<file path="src/rtl/iecdrv_pkg.sv">
// Shared types and constants for the IEC drive SD arbiter.
// Holds the arbiter FSM encoding and the legal range for the drive-port count.
package iecdrv_pkg;

  localparam int NDR_MIN = 1;
  localparam int NDR_MAX = 4;

  typedef enum logic [1:0] {
    ST_IDLE    = 2'd0,
    ST_REQ     = 2'd1,
    ST_XFER    = 2'd2,
    ST_RELEASE = 2'd3
  } arb_state_t;

  // Forces any requested port count into the range the 2-bit grant index can address.
  function automatic int iecdrv_clamp_ndr(input int n);
    if (n < NDR_MIN) return NDR_MIN;
    if (n > NDR_MAX) return NDR_MAX;
    return n;
  endfunction

endpackage

</file>
<file path="src/rtl/iecdrv_rr_pick.sv">
// Combinational round-robin finder: first set request at or after ptr, wrapping at N.
module iecdrv_rr_pick #(
  parameter int N = 2
) (
  input  logic [N-1:0] req,
  input  logic [1:0]   ptr,
  output logic [1:0]   idx,
  output logic         valid
);

  logic [2*N-1:0] dbl;
  logic [N-1:0]   rot;
  logic [2:0]     sum;

  // Rotating a doubled copy puts the pointer's request at bit 0.
  assign dbl = {req, req};
  assign rot = N'(dbl >> ptr);

  always_comb begin
    idx   = '0;
    valid = 1'b0;
    sum   = '0;
    // Descending scan so the lowest rotated offset wins.
    for (int j = N - 1; j >= 0; j--) begin
      if (rot[j]) begin
        valid = 1'b1;
        sum   = {1'b0, ptr} + 3'(j);
        idx   = (sum >= 3'(N)) ? 2'(sum - 3'(N)) : sum[1:0];
      end
    end
  end

endmodule

</file>
<file path="src/rtl/iecdrv_sd_arb.sv">
// Arbitrates up to four drive-side SD sector requests onto one shared SD bridge.
// Grants are round-robin; a granted drive owns the bridge until its transfer releases.
module iecdrv_sd_arb
  import iecdrv_pkg::*;
#(
  parameter int NDR = 2
) (
  input  logic           clk_sys,
  input  logic           reset,
  input  logic [31:0]    drv_lba      [NDR],
  input  logic [5:0]     drv_blk_cnt  [NDR],
  input  logic [NDR-1:0] drv_rd,
  input  logic [NDR-1:0] drv_wr,
  output logic [NDR-1:0] drv_ack,
  input  logic [7:0]     drv_buff_din [NDR],
  output logic [31:0]    sd_lba,
  output logic [5:0]     sd_blk_cnt,
  output logic           sd_rd,
  output logic           sd_wr,
  input  logic           sd_ack,
  output logic [7:0]     sd_buff_din,
  output logic           busy,
  output logic [1:0]     grant_idx
);

  localparam int N = iecdrv_clamp_ndr(NDR);

  arb_state_t     state_reg, state_next;
  logic [1:0]     rr_ptr_reg;
  logic [1:0]     grant_reg;
  logic           busy_reg;
  logic           sd_rd_reg;
  logic           sd_wr_reg;
  logic [NDR-1:0] drv_ack_reg;
  logic [31:0]    sd_lba_reg;
  logic [5:0]     sd_blk_cnt_reg;

  logic [N-1:0]   req_vec;
  logic [1:0]     pick_idx;
  logic           pick_valid;
  logic [31:0]    pick_lba;
  logic [5:0]     pick_blk;
  logic           pick_wr;
  logic           gnt_req;
  logic [NDR-1:0] ack_vec;
  logic [1:0]     rr_next;

  genvar gi;
  generate
    for (gi = 0; gi < N; gi++) begin : g_req
      assign req_vec[gi] = drv_rd[gi] | drv_wr[gi];
    end
  endgenerate

  iecdrv_rr_pick #(.N(N)) u_pick (
    .req   (req_vec),
    .ptr   (rr_ptr_reg),
    .idx   (pick_idx),
    .valid (pick_valid)
  );

  // Per-drive muxes for the candidate (pick) and the current owner (grant).
  always_comb begin
    pick_lba    = '0;
    pick_blk    = '0;
    pick_wr     = 1'b0;
    gnt_req     = 1'b0;
    sd_buff_din = '0;
    ack_vec     = '0;
    for (int i = 0; i < N; i++) begin
      if (pick_idx == 2'(i)) begin
        pick_lba = drv_lba[i];
        pick_blk = drv_blk_cnt[i];
        pick_wr  = drv_wr[i];
      end
      if (grant_reg == 2'(i)) begin
        gnt_req     = drv_rd[i] | drv_wr[i];
        sd_buff_din = drv_buff_din[i];
        ack_vec[i]  = 1'b1;
      end
    end
  end

  assign rr_next = (grant_reg == 2'(N - 1)) ? 2'd0 : grant_reg + 2'd1;

  always_comb begin
    state_next = state_reg;
    case (state_reg)
      ST_IDLE:    if (pick_valid) state_next = ST_REQ;
      ST_REQ: begin
        // An acknowledge in the same cycle as the drop still commits the transfer.
        if (sd_ack)       state_next = ST_XFER;
        else if (!gnt_req) state_next = ST_IDLE;
      end
      ST_XFER:    if (!sd_ack) state_next = ST_RELEASE;
      ST_RELEASE: state_next = ST_IDLE;
      default:    state_next = ST_IDLE;
    endcase
  end

  always_ff @(posedge clk_sys) begin
    if (reset) state_reg <= ST_IDLE;
    else       state_reg <= state_next;
  end

  always_ff @(posedge clk_sys) begin
    if (reset) begin
      rr_ptr_reg     <= '0;
      grant_reg      <= '0;
      busy_reg       <= 1'b0;
      sd_rd_reg      <= 1'b0;
      sd_wr_reg      <= 1'b0;
      drv_ack_reg    <= '0;
      sd_lba_reg     <= '0;
      sd_blk_cnt_reg <= '0;
    end else begin
      busy_reg <= (state_next != ST_IDLE);
      case (state_reg)
        ST_IDLE: begin
          if (pick_valid) begin
            grant_reg      <= pick_idx;
            sd_lba_reg     <= pick_lba;
            sd_blk_cnt_reg <= pick_blk;
            // Write wins when a drive raises both strobes.
            sd_wr_reg      <= pick_wr;
            sd_rd_reg      <= ~pick_wr;
          end
        end
        ST_REQ: begin
          if (sd_ack) begin
            sd_rd_reg   <= 1'b0;
            sd_wr_reg   <= 1'b0;
            drv_ack_reg <= ack_vec;
          end else if (!gnt_req) begin
            sd_rd_reg <= 1'b0;
            sd_wr_reg <= 1'b0;
          end
        end
        ST_XFER: begin
          if (!sd_ack) drv_ack_reg <= '0;
        end
        ST_RELEASE: rr_ptr_reg <= rr_next;
        default: ;
      endcase
    end
  end

  assign drv_ack    = drv_ack_reg;
  assign sd_lba     = sd_lba_reg;
  assign sd_blk_cnt = sd_blk_cnt_reg;
  assign sd_rd      = sd_rd_reg;
  assign sd_wr      = sd_wr_reg;
  assign busy       = busy_reg;
  assign grant_idx  = grant_reg;

endmodule

</file>
<file path="config.mk">
export PLATFORM = sky130hd
export DESIGN_NAME = iecdrv_sd_arb
export DESIGN_NICKNAME = d
export VERILOG_FILES = /design/src/rtl/iecdrv_pkg.sv /design/src/rtl/iecdrv_rr_pick.sv /design/src/rtl/iecdrv_sd_arb.sv
export SDC_FILE = /design/constraint.sdc
export NUM_CORES = 1
export LEC_CHECK = 0
export ABC_AREA = 1
export CAP_MARGIN = 20
export CORE_MARGIN = 3
export CORE_UTILIZATION = 39
export CTS_BUF_LIST = sky130_fd_sc_hd__clkbuf_16
export CTS_CLUSTER_SIZE = 10
export DETAILED_ROUTE_END_ITERATION = 7
export HOLD_SLACK_MARGIN = 0.06
export PLACE_DENSITY = 0.95
export SYNTH_ARGS = -nofsm -noshare
export SYNTH_HDL_FRONTEND = slang
export SYNTH_HIERARCHICAL = 1
export SYNTH_SLANG_ARGS = --single-unit
export TNS_END_PERCENT = 1
</file>
<file path="constraint.sdc">
create_clock -name clk_sys -period 3 [get_ports clk_sys]
set_input_delay 0.75 -clock clk_sys [delete_from_list [all_inputs] [get_ports clk_sys]]
set_output_delay 0.75 -clock clk_sys [all_outputs]
set_load 0.005 [all_outputs]
</file>
After elaboration in Yosys (flattened, before gate mapping)
Cells that the tools add are included.
{"block": "op_classes", "add_sub_neg": 4, "magnitude_cmp": 2, "n_eq_ne": 9, "shift": 1, "mux": 33, "bitwise_logic": 3, "reduce_logical": 9}
{"op": "two-way mux 32 bit", "count": 2}
{"op": "two-way mux 2 bit", "count": 11}
{"op": "two-way mux 8 bit", "count": 2}
{"op": "two-way mux 1 bit", "count": 12}
{"op": "two-way mux 6 bit", "count": 2}
{"op": "case mux 2 bit (4 select lines)", "count": 1}
{"op": "equality test 2 x 1 -> 1 bit (second input constant)", "count": 3}
{"op": "logical NOT 2 bit", "count": 3}
{"op": "!= test 2 bit (second input constant)", "count": 3}
{"op": "AND reduction 3 bit", "count": 2}
{"op": "nonzero test 2 bit", "count": 3}
{"op": "equality test 2 bit (second input constant)", "count": 2}
{"op": "case mux 1 bit (2 select lines)", "count": 2}
{"op": "case mux 2 bit (2 select lines)", "count": 1}
{"op": "right shift 4 x 2 -> 2 bit", "count": 1}
{"op": "subtractor 2 bit (second input constant)", "count": 2}
{"op": "adder 2 x 1 -> 3 bit (second input constant)", "count": 1}
{"op": "greater-or-equal comparator 3 x 2 -> 1 bit (second input constant)", "count": 1}
{"op": "!= test 3 bit (second input constant)", "count": 1}
{"op": "adder 2 x 1 -> 2 bit (second input constant)", "count": 1}
{"op": "greater-or-equal comparator 2 bit (second input constant)", "count": 1}
{"op": "OR 1 bit", "count": 2}
{"op": "AND reduction 2 bit", "count": 1}
{"op": "NOT 1 bit", "count": 1}
{"block": "totals", "regBits": 49}

Logic depth before layout (Yosys ltp)
Gate-level depths: netlist (run 1).
{"block": "logic_depth", "depth_word": 11, "mapped_depth": 11, "depth_no_buf": 11}

Modules after synthesis
The synthesis (run 1) kept the hierarchy.
{"module": "iecdrv_sd_arb", "n_inst": 1, "cells_per_inst": 300, "area_per_inst_um2": 2245.9}
{"module": "iecdrv_rr_pick", "n_inst": 1, "cells_per_inst": 8, "area_per_inst_um2": 38.8}

Worst setup path before layout (run 1)
OpenSTA, ideal clock, no wires.
{"block": "synth_timing", "path_type": "input -> output", "from": "input port drv_buff_din[8] (netlist bit)", "to": "output port sd_buff_din[0]", "arrival_ns": 0.967, "required_ns": 2.250, "path_slack_ns": 1.283, "path_stages": 1, "path_buffers": 0, "path_cell_list": "a22o_1"}
{"block": "synth_via", "elab_chain_cells": 2}
{"element": "start: declaration", "line_no": "iecdrv_sd_arb.sv:15", "text": "input logic [7:0] drv_buff_din [NDR],"}
{"element": "two-way mux 8 bit (2 in a row)", "line_no": "iecdrv_sd_arb.sv:76", "text": "if (grant_reg == 2'(i)) begin"}
{"element": "end: declaration", "line_no": "iecdrv_sd_arb.sv:21", "text": "output logic [7:0] sd_buff_din,"}
Every way passes these cells.

Worst setup path in the final report (run 1)
{"block": "layout_timing", "from": "input port drv_buff_din[15] (netlist bit)", "to": "output port sd_buff_din[7]"}
The elaborated chain is that of the path after synthesis.

==> key figures, run 1 <==
Final layout
  • Layout Nets: 545
  • Filler cells: 429
  • Ant. Diodes: 0
  • Design area: 0.003931 mm2
  • Most frequent cells in the layout: clkdlybuf4s50_1 (151), nand2_1 (63), dfxtp_1 (49)
  • Commonest non-fill, non-tap cell in the layout: clkdlybuf4s50_1
  • Share of layout cells above drive strength 1: 0.04933
  • Area of the multi-input gates: 0.001115 mm2
  • Seq. cell area: 980.9 um2
  • Number of flip-flops under the largest register name: 32
  • Synth-to-layout area growth: 72.07%

Die
  • Die H: 82.54 um
  • # rows: 27
  • Die W: 82.54 um
  • Initial Util: 0.4099
  • DIE AREA: 0.006813 mm2
  • Area of the core: 0.005574 mm2
  • Num ports: 152

Min path
  • Min-delay worst type: reg2reg
  • WHS Path Cells: 2

GRT
  • Global-route wire length before repair: 12.39 mm
  • GRT Util Overall: 0.2329
  • Vias in the first global route: 2780
  • Total grt overflow: 0
  • Initial antenna violation count: 0
  • Largest net degree at the start of global routing: 45

Yosys
  • Synthesized instance count: 308
  • Register bit count reported by yosys: 49
  • Yosys warnings: 6
  • Syn Nets: 407
  • Synthesized area per cell: 7.418 um2
  • Unique masters post-synth: 22
  • Post-synthesis sequential area ratio: 0.4294
  • Mapped Area: 0.002285 mm2

Route
  • Vias: 2754
  • Starting DRC count in detailed routing: 242
  • Post-Route WL: 8.059 mm
  • 1st-pass router iterations: 4
  • WL/cell: 15.56 um
  • Final ANT Viol Nets: 0
  • Number of remaining DRC errors: 0
  • Routed vias/inst: 5.317

Setup path
  • CP delay by family, top: buffers and inverters
  • CP Launch Type: input port
  • Cell mode on critical path: clkdlybuf4s50_1
  • Critical Path Max Stage Delay: 0.51 ns
  • Slowest-stage cell, CP: clkdlybuf4s50_1
  • CP Cell Sequence: clkdlybuf4s50_1, a22o_1, clkdlybuf4s50_1
  • Worst Path Arrival: 1.88 ns
  • Worst Path Required: 2.25 ns
  • Critical path type: in2out
  • Cell depth of the worst setup path: 3
  • Worst-path maximum fanout: 1
  • Worst r2r path cells: 7
  • Worst path buffer plus inverter count: 2
  • Critical Path Sink Type: output pin

Clock network
  • PostCTS Resize Cnt: 0
  • Clock Sinks: 49
  • CTS tree: done
  • CTS root buf: clkbuf_16
  • Postcts setup bufs: 0
  • Total CTS buffers: 5
  • Hold-fix buffers at CTS: 0
  • Htree depth: 2
  • Clk buf depth: 2
  • Clock latency on the worst-skew pair: 0.28 ns
  • Clk slew on worst S/H paths: 0.06 ns

Outcome
  • Outcome: completed

Timing
  • Final min period: 2.631 ns
  • Setup violation total in the final timing report: 0
  • Final period util: 0.8769
  • Worst Max-Slew Pin Slew: 0.6097 ns
  • FMAX: 0.3801 GHz
  • Slew HR: 0.5930
  • Final Max Tran Viols: 0
  • Worst hold slack: 0.4618 ns
  • Final Hold Fails: 0
  • RSZ-0062 raised after global routing: no
  • Setup TNS: 0 ns
  • Fin Clk Skew: 0.003930 ns

Power and ir drop
  • Pwr per Cell Area: 510.1 mW/mm2
  • VDD IR max: 282.0 uV
  • Power Total: 0.002005 W
  • Leakage: 1.526 nW

Place
  • Post-DP Area: 0.003799 mm2
  • Port buffer count: 151
  • DP HPWL: 5.845 mm
  • Gpl congestion: 0.8576

Run
  • Max_cap viols: 0
-- worst paths after layout --
kind | start | endpoint | slack, ns
min reg2reg | drv_ack[0]$_SDFFE_PP0P_ | drv_ack[0]$_SDFFE_PP0P_ | 0.46
max | drv_buff_din[15] | sd_buff_din[7] | 0.37
min | drv_ack[0]$_SDFFE_PP0P_ | drv_ack[0]$_SDFFE_PP0P_ | 0.46
max reg2reg | rr_ptr_reg[0]$_SDFFE_PP0N_ | sd_blk_cnt[4]$_SDFFE_PP0P_ | 1.29
-- synth_stat cells --
cell type / instances / share of area
buf_2: 12 / 0.026
a21oi_2: 1 / 0.0038
o21ai_0: 30 / 0.066
inv_2: 3 / 0.0049
nor2_4: 2 / 0.0099
conb_1: 1 / 0.0016
o21ai_1: 11 / 0.024
nor2_1: 5 / 0.0082
dfxtp_1: 49 / 0.43
clkbuf_1: 8 / 0.013
buf_6: 2 / 0.0099
inv_1: 13 / 0.021
nand2_2: 3 / 0.0082
nand2_1: 63 / 0.10
clkinv_1: 1 / 0.0016
nand2_4: 1 / 0.0049
nand3_1: 7 / 0.015
a31oi_1: 38 / 0.10
nor2_2: 1 / 0.0027
a21oi_1: 46 / 0.10
a22o_1: 8 / 0.031
buf_4: 3 / 0.0099
-- stage by stage --
stage	worst slack [ns]	instances	util
finish	0.3694	518	0.7053
global route	0.3041	518	0.7053
CTS	0.3540	518	0.7053
detailed placement	0.2746	511	0.6815
global placement	0.3707	511	0.6815
floorplan	1.283	308	-
-- power by group --
part	switching [W]	total, W	internal, W
clock	0.000219	0.000518	0.000298
sequential	0.0000510	0.000791	0.000740
combinational	0.000303	0.000696	0.000393
-- kinds of logic after synthesis --
kind of cell,count (synthesis),share of synthesized area
other,1,0.001641
flip-flops,49,0.4294
AND/OR/NAND/NOR,82,0.1528
buffers and inverters,42,0.08708
AO/OA/AOI/OAI,134,0.3291
-- layer usage --
layer,GRT usage,vias to the layer above,part of all wire
met4,0.08007,0,0.023
met3,0.07050,18,0.090
met1,0.2428,1259,0.37
li1,-,1350,-
met2,0.4383,127,0.52
met5,0,-,0
-- worst min-delay path, cell delays in order, from the launching register on --
cell,delay (ns)
dfxtp_1,0.31
nand2_1,0.06
a21oi_1,0.05
-- area by class of cell --
class                   count  area share
repair buffers            156      0.3940
multi-input cells         217      0.2836
flip-flops and latches     49      0.2495
clock buffers               5     0.03183
well taps                  72     0.02292
inverters                  17     0.01623
clock inverters             2    0.001910
Power figures use the tool's default switching activity.
==> inputs of run 2 (changes only) <==
- HOLD_SLACK_MARGIN: 0.06 -> 0.08
==> results of run 2 <==
No change in the layout: final DEF, timing and power equal those of run 1.
